===== src/rtl/obsidian_alu_pkg.sv =====
// Shared opcodes, shift selects and FSM state encoding for the Obsidian sequential ALU.
package obsidian_alu_pkg;

    localparam logic [3:0] OP_ADD   = 4'b0000;
    localparam logic [3:0] OP_SUB   = 4'b0001;
    localparam logic [3:0] OP_OR    = 4'b0010;
    localparam logic [3:0] OP_XOR   = 4'b0011;
    localparam logic [1:0] OP_SHIFT = 2'b01;
    localparam logic [3:0] OP_AND   = 4'b1000;
    localparam logic [3:0] OP_MUL   = 4'b1001;
    localparam logic [3:0] OP_MULHU = 4'b1010;

    localparam logic [1:0] SH_SLL = 2'b00;
    localparam logic [1:0] SH_SRL = 2'b01;
    localparam logic [1:0] SH_SRA = 2'b10;
    localparam logic [1:0] SH_ROR = 2'b11;

    typedef enum logic [1:0] {
        IDLE = 2'd0,
        MUL  = 2'd1,
        LOAD = 2'd2
    } state_t;

endpackage


===== src/rtl/obsidian_seq_mul.sv =====
// Radix-2 shift-add unsigned multiplier: one multiplier bit per cycle, LSB first,
// WIDTH iterations after start; done flags the last iteration cycle.
module obsidian_seq_mul #(
    parameter  int WIDTH = 32,
    localparam int CNT_W = $clog2(WIDTH)
) (
    input  logic               clk,
    input  logic               rst_n,
    input  logic               start,
    input  logic [WIDTH-1:0]   a,
    input  logic [WIDTH-1:0]   b,
    output logic               busy,
    output logic               done,
    output logic [2*WIDTH-1:0] product
);

    logic               busy_q, busy_d;
    logic [CNT_W-1:0]   cnt_q, cnt_d;
    logic [2*WIDTH-1:0] acc_q, acc_d;
    logic [WIDTH-1:0]   mcand_q, mcand_d;
    logic [WIDTH:0]     partial;

    // Upper half accumulates partial sums; lower half starts as the multiplier
    // and is shifted out as its bits are consumed.
    always_comb begin
        busy_d  = busy_q;
        cnt_d   = cnt_q;
        acc_d   = acc_q;
        mcand_d = mcand_q;
        partial = {1'b0, acc_q[2*WIDTH-1:WIDTH]} + (acc_q[0] ? {1'b0, mcand_q} : '0);
        if (start) begin
            busy_d  = 1'b1;
            cnt_d   = CNT_W'(WIDTH - 1);
            acc_d   = {{WIDTH{1'b0}}, b};
            mcand_d = a;
        end else if (busy_q) begin
            acc_d = {partial, acc_q[WIDTH-1:1]};
            if (cnt_q == '0) begin
                busy_d = 1'b0;
            end else begin
                cnt_d = cnt_q - 1'b1;
            end
        end
    end

    always_ff @(posedge clk or negedge rst_n) begin
        if (!rst_n) begin
            busy_q <= 1'b0;
            cnt_q  <= '0;
        end else begin
            busy_q <= busy_d;
            cnt_q  <= cnt_d;
        end
    end

    always_ff @(posedge clk) begin
        acc_q   <= acc_d;
        mcand_q <= mcand_d;
    end

    assign busy    = busy_q;
    assign done    = busy_q && (cnt_q == '0);
    assign product = acc_q;

endmodule


===== src/rtl/obsidian_alu_seq.sv =====
// Registered Obsidian ALU with valid/ready handshakes, status flags and a one-entry result register.
// Define OBSIDIAN_ALU_MUL_EN to build the iterative MUL/MULHU path; otherwise those opcodes are reserved.
module obsidian_alu_seq
    import obsidian_alu_pkg::*;
#(
    parameter  int WIDTH   = 32,
    localparam int SHAMT_W = $clog2(WIDTH)
) (
    input  logic               clk,
    input  logic               rst_n,
    input  logic               in_valid,
    output logic               in_ready,
    input  logic [WIDTH-1:0]   a,
    input  logic [WIDTH-1:0]   b,
    input  logic [3:0]         alu_control,
    input  logic [SHAMT_W-1:0] shamt,
    output logic               out_valid,
    input  logic               out_ready,
    output logic [WIDTH-1:0]   c,
    output logic               flag_z,
    output logic               flag_n,
    output logic               flag_c,
    output logic               flag_v,
    output logic               illegal
);

    state_t                  state_q, state_d;
    logic                    out_valid_q, out_valid_d;
    logic [WIDTH-1:0]        c_q, c_d;
    logic                    z_q, z_d, n_q, n_d, cf_q, cf_d, v_q, v_d, ill_q, ill_d;

    logic [WIDTH:0]          sum_ext, dif_ext;
    logic [2*WIDTH-1:0]      rot_ext;
    logic signed [WIDTH-1:0] b_s;
    logic [WIDTH-1:0]        alu_res;
    logic                    alu_c, alu_v, alu_ill, alu_is_mul;

    logic                    accept, load_en;
    logic [WIDTH-1:0]        load_res;
    logic                    load_c, load_v, load_ill;

    assign b_s      = b;
    assign in_ready = (state_q == IDLE) && (!out_valid_q || out_ready);
    assign accept   = in_valid && in_ready;

    always_comb begin
        alu_res    = '0;
        alu_c      = 1'b0;
        alu_v      = 1'b0;
        alu_ill    = 1'b0;
        alu_is_mul = 1'b0;
        sum_ext    = {1'b0, a} + {1'b0, b};
        dif_ext    = {1'b0, a} + {1'b0, ~b} + {{WIDTH{1'b0}}, 1'b1};
        rot_ext    = {b, b} >> shamt;
        if (alu_control[3:2] == OP_SHIFT) begin
            case (alu_control[1:0])
                SH_SLL: alu_res = b << shamt;
                SH_SRL: alu_res = b >> shamt;
                SH_SRA: alu_res = b_s >>> shamt;
                SH_ROR: alu_res = rot_ext[WIDTH-1:0];
            endcase
        end else begin
            case (alu_control)
                OP_ADD: begin
                    alu_res = sum_ext[WIDTH-1:0];
                    alu_c   = sum_ext[WIDTH];
                    alu_v   = (a[WIDTH-1] == b[WIDTH-1]) && (sum_ext[WIDTH-1] != a[WIDTH-1]);
                end
                OP_SUB: begin
                    // Carry out of a + ~b + 1 is the no-borrow indication.
                    alu_res = dif_ext[WIDTH-1:0];
                    alu_c   = dif_ext[WIDTH];
                    alu_v   = (a[WIDTH-1] != b[WIDTH-1]) && (dif_ext[WIDTH-1] != a[WIDTH-1]);
                end
                OP_OR:  alu_res = a | b;
                OP_XOR: alu_res = a ^ b;
                OP_AND: alu_res = a & b;
`ifdef OBSIDIAN_ALU_MUL_EN
                OP_MUL, OP_MULHU: alu_is_mul = 1'b1;
`endif
                default: alu_ill = 1'b1;
            endcase
        end
    end

`ifdef OBSIDIAN_ALU_MUL_EN
    logic               mul_start, mul_busy, mul_done;
    logic               mul_hi_q, mul_hi_d;
    logic [2*WIDTH-1:0] mul_product;

    obsidian_seq_mul #(.WIDTH(WIDTH)) u_mul (
        .clk     (clk),
        .rst_n   (rst_n),
        .start   (mul_start),
        .a       (a),
        .b       (b),
        .busy    (mul_busy),
        .done    (mul_done),
        .product (mul_product)
    );

    always_ff @(posedge clk) begin
        mul_hi_q <= mul_hi_d;
    end
`endif

    always_comb begin
        state_d     = state_q;
        out_valid_d = out_valid_q && !out_ready;
        load_en     = 1'b0;
        load_res    = alu_res;
        load_c      = alu_c;
        load_v      = alu_v;
        load_ill    = alu_ill;
`ifdef OBSIDIAN_ALU_MUL_EN
        mul_start   = 1'b0;
        mul_hi_d    = mul_hi_q;
`endif
        case (state_q)
            IDLE: begin
                load_en = accept && !alu_is_mul;
`ifdef OBSIDIAN_ALU_MUL_EN
                if (accept && alu_is_mul) begin
                    state_d   = MUL;
                    mul_start = 1'b1;
                    mul_hi_d  = (alu_control == OP_MULHU);
                end
`endif
            end
`ifdef OBSIDIAN_ALU_MUL_EN
            MUL: begin
                if (mul_done) begin
                    state_d = LOAD;
                end else if (!mul_busy) begin
                    state_d = IDLE;
                end
            end
            LOAD: begin
                // Acceptance required the result register to be free, so load unconditionally.
                load_en  = 1'b1;
                load_res = mul_hi_q ? mul_product[2*WIDTH-1:WIDTH] : mul_product[WIDTH-1:0];
                load_c   = 1'b0;
                load_v   = 1'b0;
                load_ill = 1'b0;
                state_d  = IDLE;
            end
`endif
            default: state_d = IDLE;
        endcase

        c_d   = c_q;
        z_d   = z_q;
        n_d   = n_q;
        cf_d  = cf_q;
        v_d   = v_q;
        ill_d = ill_q;
        if (load_en) begin
            c_d         = load_res;
            z_d         = (load_res == '0);
            n_d         = load_res[WIDTH-1];
            cf_d        = load_c;
            v_d         = load_v;
            ill_d       = load_ill;
            out_valid_d = 1'b1;
        end
    end

    always_ff @(posedge clk or negedge rst_n) begin
        if (!rst_n) begin
            state_q     <= IDLE;
            out_valid_q <= 1'b0;
            c_q         <= '0;
            z_q         <= 1'b0;
            n_q         <= 1'b0;
            cf_q        <= 1'b0;
            v_q         <= 1'b0;
            ill_q       <= 1'b0;
        end else begin
            state_q     <= state_d;
            out_valid_q <= out_valid_d;
            c_q         <= c_d;
            z_q         <= z_d;
            n_q         <= n_d;
            cf_q        <= cf_d;
            v_q         <= v_d;
            ill_q       <= ill_d;
        end
    end

    assign out_valid = out_valid_q;
    assign c         = c_q;
    assign flag_z    = z_q;
    assign flag_n    = n_q;
    assign flag_c    = cf_q;
    assign flag_v    = v_q;
    assign illegal   = ill_q;

endmodule


===== config.mk =====
export PLATFORM = sky130hd
export DESIGN_NAME = obsidian_alu_seq
export DESIGN_NICKNAME = d
export VERILOG_FILES = /design/src/rtl/obsidian_alu_pkg.sv /design/src/rtl/obsidian_seq_mul.sv /design/src/rtl/obsidian_alu_seq.sv
export SDC_FILE = /design/constraint.sdc
export NUM_CORES = 1
export LEC_CHECK = 0
export CAP_MARGIN = 5
export CORE_ASPECT_RATIO = 1.4
export CORE_UTILIZATION = 62
export CTS_BUF_LIST = sky130_fd_sc_hd__clkbuf_8
export DETAILED_ROUTE_END_ITERATION = 6
export HOLD_SLACK_MARGIN = 0.05
export PLACE_DENSITY = 0.95
export SYNTH_ARGS = -nofsm -noshare
export SYNTH_HDL_FRONTEND = slang
export SYNTH_SLANG_ARGS = --single-unit

===== constraint.sdc =====
create_clock -name clk -period 2.7 [get_ports clk]
set_clock_uncertainty 0.05 [all_clocks]
set_input_delay 0.54 -clock clk [delete_from_list [all_inputs] [get_ports clk]]
set_output_delay 0.54 -clock clk [all_outputs]
set_load 0.05 [all_outputs]

==> out/metrics.yaml, run 1 <==
synth:
  synthArstFlopShare: 1.00
  synth_cell_types: 92
  ys_seq_area_frac: 0.0726
  yosys_register_bits: 37
  synthesis.nets: 1895
  yosys_warnings: 0
  syn_avg_cell_area_um2: 7.45
  ys.flop_type: "dfrtp_1"
  synthCells: 1712
  synth_edf_count: 0
  netlist_area_mm2: 0.0128
floorplanning:
  die_w_um: 123
  row_count: 61
  start_util: 0.638
  io_pins: 116
  die_height_um: 172
clocking:
  cts_buffers: 5
  clockRootBuffer: "clkbuf_8"
  clkSinkCount: 37
  cts_resized: 812
  htree_levels: 2
  postCtsSetupBuffers: 142
  cts_hold_buf: 0
  max-clock-path-buffers: 2
status:
  run_status: "stopped before the end"
  stop_error: "[ERROR DPL-0038] Utilization greater than 100%, impossible to legalize"
  lastStage: "clock tree synthesis"
place:
  dpl.hpwl_mm: 63.1
  place_congestion: 1.49
  portBuffers: 115
## synth_stat cells (all sizes together), types with 25 or more instances
master    n  area, µm²
a211oi   30        230
a21oi   103        519
a31oi    31        194
buf      82        558
clkbuf   84        319
dfrtp    37        926
ha      104       1300
inv     102        383
mux2     50        574
mux2i    68        681
mux4     60       1360
nand2   191        717
nand3    43        215
nor2    126        473
nor3     44        220
o211ai   27        203
o21ai   118        591
o22ai    25        156
## stage by stage
stage | instances | hold WS (ps) | setup WS (ps) | area [µm²]
detailed placement | 2563 | 426 | -1940 | 18800
global placement | 2563 | 401 | -1570 | 18800
floorplan | 1712 | 194 | -634 | 13400
## cells by family after synthesis
kind of cell / share of synthesized area
xor+xnor: 0.0158
simple gates: 0.190
buf+inv: 0.0990
fa+ha+maj: 0.105
compound gates: 0.312
mux: 0.205
flops: 0.0726
==> run 2, diff against run 1 <==
--- a/config.mk
+++ b/config.mk
@@ -6,12 +6,9 @@
 export NUM_CORES = 1
 export LEC_CHECK = 0
 export CAP_MARGIN = 5
-export CORE_ASPECT_RATIO = 1.4
-export CORE_UTILIZATION = 62
-export CTS_BUF_LIST = sky130_fd_sc_hd__clkbuf_8
+export CORE_UTILIZATION = 40
 export DETAILED_ROUTE_END_ITERATION = 6
-export HOLD_SLACK_MARGIN = 0.05
-export PLACE_DENSITY = 0.95
+export PLACE_DENSITY_LB_ADDON = 0.15
 export SYNTH_ARGS = -nofsm -noshare
 export SYNTH_HDL_FRONTEND = slang
 export SYNTH_SLANG_ARGS = --single-unit
==> run 2 against run 1 <==
The flow now finishes, with violations (negative setup slack). Synthesized cell count unchanged. Area after synthesis unchanged.
==> out/metrics.yaml, run 2 <==
status:
  run_status: "finished with violations"
  violations: "negative setup slack"
setup_path:
  crit_path_frequent_cell: "nand4_1"
  rr_startpoint: "out_valid$_DFF_PN0_"
  slowest_delay_ps: 510
  path_cells: "clkdlybuf4s15_2 > mux4_2 > and2_1 > a211oi_2 > buf_4 > o211ai_1 > a21oi_2 > o2111ai_1 > nor4b_2 > nand4_1 > nor4_2 > nand4_1 > o41ai_2"
  arrival_ps: 3910
  critical_path_class: "input port to register"
  crit_slowest_cell: "mux4_2"
  endpoint: "flag_z$_DFFE_PN0P_"
  critPathLaunchType: "input port"
  reg2reg_to: "flag_z$_DFFE_PN0P_"
  cpLargestDelayFamily: "simple AND/OR/NAND/NOR gates"
  reg2reg_depth: 9
  cp.required_ps: 2840
  path_max_fanout: 6
  end_kind: "register"
  critPathLaunch: "b[26]"
  reg2reg_slack_ps: -50
  cp_num_cells: 13
  path_buf_inv: 2
final_layout:
  layout_commonest_cell: "buf_4"
  nets: 2753
  finalNonFillerCells: 2975
  most-common-layout-cells: "buf_4 (751), nand2_1 (177), buf_6 (108), nor2_1 (103), ha_1 (65)"
  largest_reg_flops: 32
  syn_to_final_growth_pct: 91.7
  fill_cells: 2061
  seq_area_um2: 926
  multiInputGateArea_mm2: 0.0135
  postLayoutCellArea_mm2: 0.0245
  drive_gt1_frac: 0.587
synth:
  ys_seq_area_frac: 0.0726  # unchanged
  yosys_register_bits: 37  # unchanged
  synthesis.nets: 1895  # unchanged
  synth_cell_types: 92  # unchanged
  synthArstFlopShare: 1.00  # unchanged
  synth_most_common_cell: "nand2_1"
  yosys_warnings: 0  # unchanged
  synth_common_cells: "nand2_1 (191), nor2_1 (126), o21ai_0 (111), ha_1 (104), a21oi_1 (102)"
  synth_area_leaders: "ha_1 (10%), mux4_2 (10%), dfrtp_1 (7.3%)"
  synth_top_area_frac: 0.102  # unchanged
  synth_edf_count: 0  # unchanged
  ys.flop_type: "dfrtp_1"
  netlist_area_mm2: 0.0128  # unchanged
  syn_avg_cell_area_um2: 7.45  # unchanged
  synthCells: 1712  # unchanged
  yosys.area.top_type: "ha_1"
clocking:
  cts_buffers: 5  # unchanged
  clkTransAtPathRegs_ps: 60
  max-clock-path-buffers: 2  # unchanged
  htree_levels: 2  # unchanged
  clockRootBuffer: "clkbuf_16"
  clkLatencyLatePin_ps: 290
  cts_tree: "yes"
  clkSinkCount: 37  # unchanged
floorplanning:
  row_count: 65  # +6.6%
  die_w_um: 181  # +47%
  start_util: 0.405  # -0.233
  die_height_um: 181  # +5.2%
  dieArea_mm2: 0.0326
  core_area_mm2: 0.0315
  io_pins: 116  # unchanged
timing:
  period_share: 1.40
  setup_viol: 32
  period_minus_slack_ps: 3770
  slew_headroom: 0.339
  maxSlewViolCount: 0
  clock.fmax_mhz: 265
  tightest_slew_ps: 985
  finalSetupTns_ps: -12140
  setup_ws_ps: -1070
  hold_violations: 0
  rsz0062_at_grt: "yes"
  holdWs_ps: 307
place:
  dpl_cell_area_mm2: 0.0197  # +5.0%
  portBuffers: 115  # unchanged
  post-place-ws_ps: -1910  # +35.6 ps
  dp_cells: 2800  # +9.2%
  place_congestion: 1.10  # -26%
  dpl.hpwl_mm: 64.4  # +2.1%
grt:
  antenna_found_initial: 4
  grt-ovfl-total: 0
  grt_pass1_vias: 19200
  grt_max_degree: 49
  grt_pass1_wl_mm: 123
  track_usage: 0.502
detailed_routing:
  avgRoutedWirePerCell_um: 29.4
  avgViaCountPerCell: 6.74
  detail_route.wirelength_mm: 87.6
  ant_nets: 0
  dr.first_iter.drc_count: 2754
  via_count: 20100
  drc: 0
  drt_first_pass_iters: 7
worst_hold_path:
  min_path_type: "input port to async pin"
power_and_ir_drop:
  max-vdd-ir-drop_v: 0.000282
  cellLeakagePower_uw: 0.0106
  p_per_area_mw_per_mm2: 306
flow_run:
  drv_cap: 0
-- run 2: cell counts after synthesis --
No cell type changed its count.
-- run 2: final cells by class --
class,count,share of cell area
Clock buffer,5,0.00512
Clock inverter,3,0.000921
Sequential cell,37,0.0379
Multi-Input combinational cell,1406,0.554
Tap cell,402,0.0206
Inverter,103,0.0189
Timing Repair Buffer,1017,0.362
Antenna cell,2,0.000205
-- run 2: report_power, final --
part | internal [µW] | switching [µW] | total (µW) | leakage (µW)
registers | 650 | 58.9 | 709 | 0.000473
clock network | 342 | 264 | 606 | 0.0000621
logic | 2820 | 3340 | 6160 | 0.0101
-- run 2: cells by family after synthesis --
kind of cell / synth area share
fa+ha+maj: 0.105
compound gates: 0.312
flops: 0.0726
simple gates: 0.190
xor+xnor: 0.0158
buf+inv: 0.0990
mux: 0.205
-- run 2: timing repair --
action	4_1_cts	5_1_grt
hold buffers	0	0
resized for setup	724	225
pin swaps	165	100
setup endpoints to repair	35	33
setup buffers	123	57
cloned	6	0
-- run 2: routing by layer --
layer | track usage | vias to the layer above | routed length [µm]
li1 | - | 8206 | -
met1 | 0.626 | 9564 | 32100
met2 | 0.760 | 1751 | 36400
met3 | 0.146 | 527 | 11500
met4 | 0.310 | 4 | 7650
met5 | 0 | - | 25
-- run 2: metrics by stage --
stage / utilization / total power [µW]
6_report: 0.777 / 7470
5_1_grt: 0.777 / 7640
4_1_cts: 0.735 / 6790
3_5_place_dp: 0.626 / 5380
3_3_place_gp: 0.626 / 5340
2_1_floorplan: - / 3050
-- run 2: worst min-delay path by stage --
stage	end	slack (ps)	from
after floorplan	c[0]$_DFFE_PN0P_	190	rst_n
after global placement	c[4]$_DFFE_PN0P_	410	c[4]$_DFFE_PN0P_
after detailed placement	flag_z$_DFFE_PN0P_	420	flag_z$_DFFE_PN0P_
after CTS	c[2]$_DFFE_PN0P_	330	rst_n
after global routing	c[2]$_DFFE_PN0P_	390	rst_n
final	c[6]$_DFFE_PN0P_	310	rst_n
Power figures use the tool's default switching activity.
==> variant 1: new RTL, flow settings as in run 2 <==
The option `OBSIDIAN_ALU_MUL_EN` is turned on by a define.
--- a/src/rtl/obsidian_alu_seq.sv
+++ b/src/rtl/obsidian_alu_seq.sv
@@ -1,5 +1,7 @@
 // Registered Obsidian ALU with valid/ready handshakes, status flags and a one-entry result register.
 // Define OBSIDIAN_ALU_MUL_EN to build the iterative MUL/MULHU path; otherwise those opcodes are reserved.
+`define OBSIDIAN_ALU_MUL_EN
+
 module obsidian_alu_seq
     import obsidian_alu_pkg::*;
 #(
Function: changed (Yosys sat finds a counterexample within 4 cycles, from zero or initial values and one cycle with rst_n low).
==> variant 1 against run 2 <==
The run ends with DRC, setup timing left. Worst setup slack gained 0.11 ns. Sequential cell count rose by 105. Synthesized cell count increased by 37%. Count of clock-buffer cells in the layout is 16 higher. Final area is 33% higher. Area after synthesis is 48% higher. Routed wire length increased by 29%. Critical path depth increased by 2. Sequential power increased to 4.9 times the old value. Total power increased by 140%. Core utilization decreased by 8.1 points. Critical path type unchanged. Cell count grew 33%.
==> variant 1: results (changes against run 2) <==
| Metric | Value |
|---|---|
| Status | complete, but fails checks |
| Failing checks | DRC, setup timing |
| First-pass GRT wire length | 158.9 mm (+29%) |
| Met3 routed wirelength | 11.45 mm (about the same) |
| Post-synth ARST share | 0.3169 (-0.6831) |
| Met1 WL | 43.29 mm (+35%) |
| CP delay by family, top | compound AO/OA/AOI/OAI gates |
| Initial antenna violation count | 1 (-3) |
| Cts bufs inserted | 17 (+12) |
| Via count | 25190 (+26%) |
| Max FFs per register | 64 (+100%) |
| VDD IR max | 0.0008016 V (+180%) |
| #MultiIn Comb | 1896 (+35%) |
| DRC | 4 (+4) |
| Inverters | 110 (+6.8%) |
| Ant. Diodes | 0 (-2) |
| CLK BUF | 21 (+16) |
| Seq/Total Area, Yosys | 0.1966 (+0.1240) |
| Met1 Use GR | 0.5741 (-0.05192) |
| Clock Latency Late Sink | 0.45 ns (+0.16 ns) |
| Top post-synthesis cells by count | nand2_1, nor2_1, a21oi_1 |
| Post-route worst setup slack | -0.9660 ns (+0.1058 ns) |
| GPL Wtd Cong | 1.088 (-1.2%) |
| Crit path max-delay cell type | mux4_2 |
| M2 GR Usage | 0.6992 (-0.06115) |
| Multi-input combinational area share | 0.5212 (-0.03273) |
| Non-clk buf share | 0.3099 (-0.05250) |
| Global-route met3 utilization | 0.08972 (-0.05620) |
| Dpl hpwl | 87.28 mm (+36%) |
| Sequential Area | 3720 um2 (+300%) |
| Nets | 3567 (+30%) |
| GRT Total Usage | 0.4535 (-0.04832) |
| Max-Slew Margin vs Limit | 0.5404 (+0.2016) |
| Initial DRC Count | 2980 (+8.2%) |
| Post-CTS Repair Setup Buffers | 101 (-18%) |
| Synth area leaders | edfxtp_1, mux4_2, ha_1 |
| Number of sequential cells | 142 (+280%) |
| Post-synth top area share | 0.1032 (+0.001197) |
| Fill cell count | 3681 (+79%) |
| Clock buf/inv share | 0.01640 (+0.01036) |
| EDFF count, synth | 65 (+65) |
| RR Endpoint | u_mul.product[62] |
| Top Metal Used | met4 |
| Largest net degree at the start of global routing | 47 (-4.1%) |
| Worst reg2reg path depth | 15 (+6) |
| Post-synth net total | 2569 (+36%) |
| R2r startpoint | u_mul.product[0] |
| WHS | 0.1296 ns (-0.1773 ns) |
| Final setup viols | 50 (+56%) |
| Sw power | 7746 uW (+110%) |
| CTS HTree Levels | 4 (+2) |
| Leakage power | 0.01427 uW (+34%) |
## variant 1: cell count changes after synthesis, sizes merged, moves of 15 or more
cell | run 2 | this run
edfxtp | 0 | 65
o21ai | 118 | 156
a21oi | 103 | 157
mux4 | 60 | 81
mux2i | 68 | 112
mux2 | 50 | 29
nand2 | 191 | 246
dfxtp | 0 | 32
ha | 104 | 138
nor2 | 126 | 225
clkbuf | 84 | 126
nand2b | 15 | 30
and2 | 9 | 45
## variant 1: cell families after synthesis
logic type,count (synthesis),synth area share
XOR/XNOR,48,0.02222
AO/OA/AOI/OAI,729,0.2604
adder cells (fa/ha/maj),141,0.09446
AND/OR/NAND/NOR,756,0.1855
multiplexers,222,0.1730
flip-flops,142,0.1966
buffers and inverters,313,0.06787
## variant 1: per-stage QoR
stage | instance area (um2) | setup WS [ns] | instances
finish | 32420 | -0.9660 | 3969
global route | 32420 | -1.080 | 3969
CTS | 31040 | -1.010 | 3912
detailed placement | 27520 | -2.211 | 3791
global placement | 27520 | -2.251 | 3791
floorplan | 19330 | -1.106 | 2351
## variant 1: power by group through the flow
| stage | registers [uW] | clock network, uW | logic (uW) |
|---|---|---|---|
| after floorplan | 3850 | 0 | 4720 |
| after global placement | 3460 | 0 | 9380 |
| after detailed placement | 3490 | 0 | 9620 |
| after CTS | 3470 | 2230 | 10900 |
| after global routing | 3570 | 2310 | 12500 |
| final | 3490 | 2210 | 11900 |
## variant 1: worst max path at each step
stage / end / slack [ns] / cells after the start
after floorplan: flag_z / -1.11 / 16
after CTS: flag_z / -1.01 / 16
final: flag_z / -0.97 / 15
after global placement: flag_z / -2.25 / 17
after global routing: u_mul.product[62] / -1.08 / 15
after detailed placement: flag_z / -2.21 / 17
==> variant 2: new RTL, config.mk and constraints of run 2 <==
Made on the original files. Take the reset off `c_q` and load it in a clocked block of its own.
--- a/src/rtl/obsidian_alu_seq.sv
+++ b/src/rtl/obsidian_alu_seq.sv
@@ -169,7 +169,6 @@
         if (!rst_n) begin
             state_q     <= IDLE;
             out_valid_q <= 1'b0;
-            c_q         <= '0;
             z_q         <= 1'b0;
             n_q         <= 1'b0;
             cf_q        <= 1'b0;
@@ -178,13 +177,16 @@
         end else begin
             state_q     <= state_d;
             out_valid_q <= out_valid_d;
-            c_q         <= c_d;
             z_q         <= z_d;
             n_q         <= n_d;
             cf_q        <= cf_d;
             v_q         <= v_d;
             ill_q       <= ill_d;
         end
+    end
+
+    always_ff @(posedge clk) begin
+        c_q <= c_d;
     end
 
     assign out_valid = out_valid_q;
Behaviour: not the same (Yosys sat finds a counterexample within 4 cycles, from zero or initial values and one cycle with rst_n low).
==> variant 2 against run 2 <==
The flow still finishes with violations (setup timing). Worst setup slack worse by 0.31 ns. Sequential cell count increased by 1. Fmax shrank 7.6%. Critical path type unchanged. Routed wire length fell by 5.0%. Area after synthesis fell by 0.48%. Total power down 8.9%. Final area decreased by 4.1%.
==> variant 2: results (changes against run 2) <==
| Metric | Value |
|---|---|
| Post-placement cell area | 20030 um2 (+1.7%) |
| VDD IR max | 0.0002130 V (-25%) |
| Via count | 19610 (-2.2%) |
| Seq/Total Area, Yosys | 0.08750 (+0.01493) |
| Worst reg2reg setup slack | 0.03 ns (+0.08 ns) |
| Post-CTS Resized | 387 (-47%) |
| Layout cells sized above 1 | 0.5590 (-0.02830) |
| Status | complete, but fails checks |
| Post-synth top flop | edfxtp_1 |
| Worst reg2reg path depth | 8 (-1) |
| Met3 routed wirelength | 10.81 mm (-5.6%) |
| Setup_tns | -16.75 ns (-4.608 ns) |
| Met1 WL | 29.96 mm (-6.7%) |
| Post-Syn Instances | 1653 (-3.4%) |
| Post-CTS Repair Setup Buffers | 49 (-60%) |
| GRT Total Usage | 0.4662 (-0.03561) |
| Worst Setup SP | b[12] |
| Dpl ws | -2.135 ns (-0.2266 ns) |
| Crit-path max cell delay | 0.49 ns (-0.02 ns) |
| Number of global-route vias before repair | 18370 (-4.3%) |
| Synth area leaders | mux4_2, ha_1, edfxtp_1 |
| First drt pass iteration count | 5 (-2) |
| Initial antenna violation count | 1 (-3) |
| Largest net degree at the start of global routing | 30 (-39%) |
| CP arrival | 4.22 ns (+0.31 ns) |
| Met2 WL | 35.32 mm (-2.9%) |
| Dpl hpwl | 62.75 mm (-2.6%) |
| Post-Layout Cell Count | 2897 (-2.6%) |
| Xor and xnor area share after synthesis | 0.01035 (-0.005442) |
| Compound-Gate Fraction of Synth Area | 0.3085 (-0.003715) |
| Top post-synthesis cells by count | nor2_1, nand2_1, a21oi_1 |
| Leakage power | 0.01030 uW (-3.1%) |
| Final setup viols | 33 (+3.1%) |
| Critical path peak fanout | 5 (-1) |
| Multiplexer area fraction after synthesis | 0.2204 (+0.01528) |
| First-pass GRT wire length | 114.7 mm (-6.7%) |
| Placed cell count | 2769 (-1.1%) |
| Failing checks | setup timing |
| Max-Slew Margin vs Limit | 0.5314 (+0.1926) |
| WHS | 0.4322 ns (+0.1253 ns) |
| GPL Wtd Cong | 1.085 (-1.4%) |
| Post-synth cell types | 95 (+3.3%) |
| Hold WC Path Type | reg -> reg |
| Nets | 2681 (-2.6%) |
| EDFF count, synth | 32 (+32) |
| DR WL/cell | 28.74 um (-2.4%) |
| Post-route worst setup slack | -1.383 ns (-0.3107 ns) |
==> variant 2: changes by cell type after synthesis, sizes merged, moves of 22 or more <==
cell,change
dfrtp,-31
nand2,-62
edfxtp,+32
buf,-33
o21ai,-32
clkbuf,+22
==> variant 2: area by class of cell <==
class	instances	area [um2]
tap	396	495.5
antenna	2	5.005
fill	2137	7470
timing repair buffer	993	8314
inverter	107	447.9
clock inverter	1	5.005
sequential	38	1111
multi-input combinational	1353	12920
clock buffer	7	142.6
==> variant 2: where the power goes <==
part	internal, uW	switching (uW)
Combinational	2540	2910
Sequential	709	15.7
Clock	367	267
==> variant 2: worst reg2reg max path, cell delays in order, from the launching register on <==
cell and delay [ns]:
dfrtp_1 0.38, nand2b_1 0.10, nand2_1 0.23, or3_4 0.46, nor4_4 0.32, and4_4 0.31
nand3_4 0.08, nand4b_1 0.32, o31ai_2 0.32
==> variant 2: layer usage <==
layer	global-route usage	vias up
li1	-	8054
met1	0.5885	9198
met2	0.7268	1825
met3	0.1065	532
met4	0.2742	2
met5	0	-
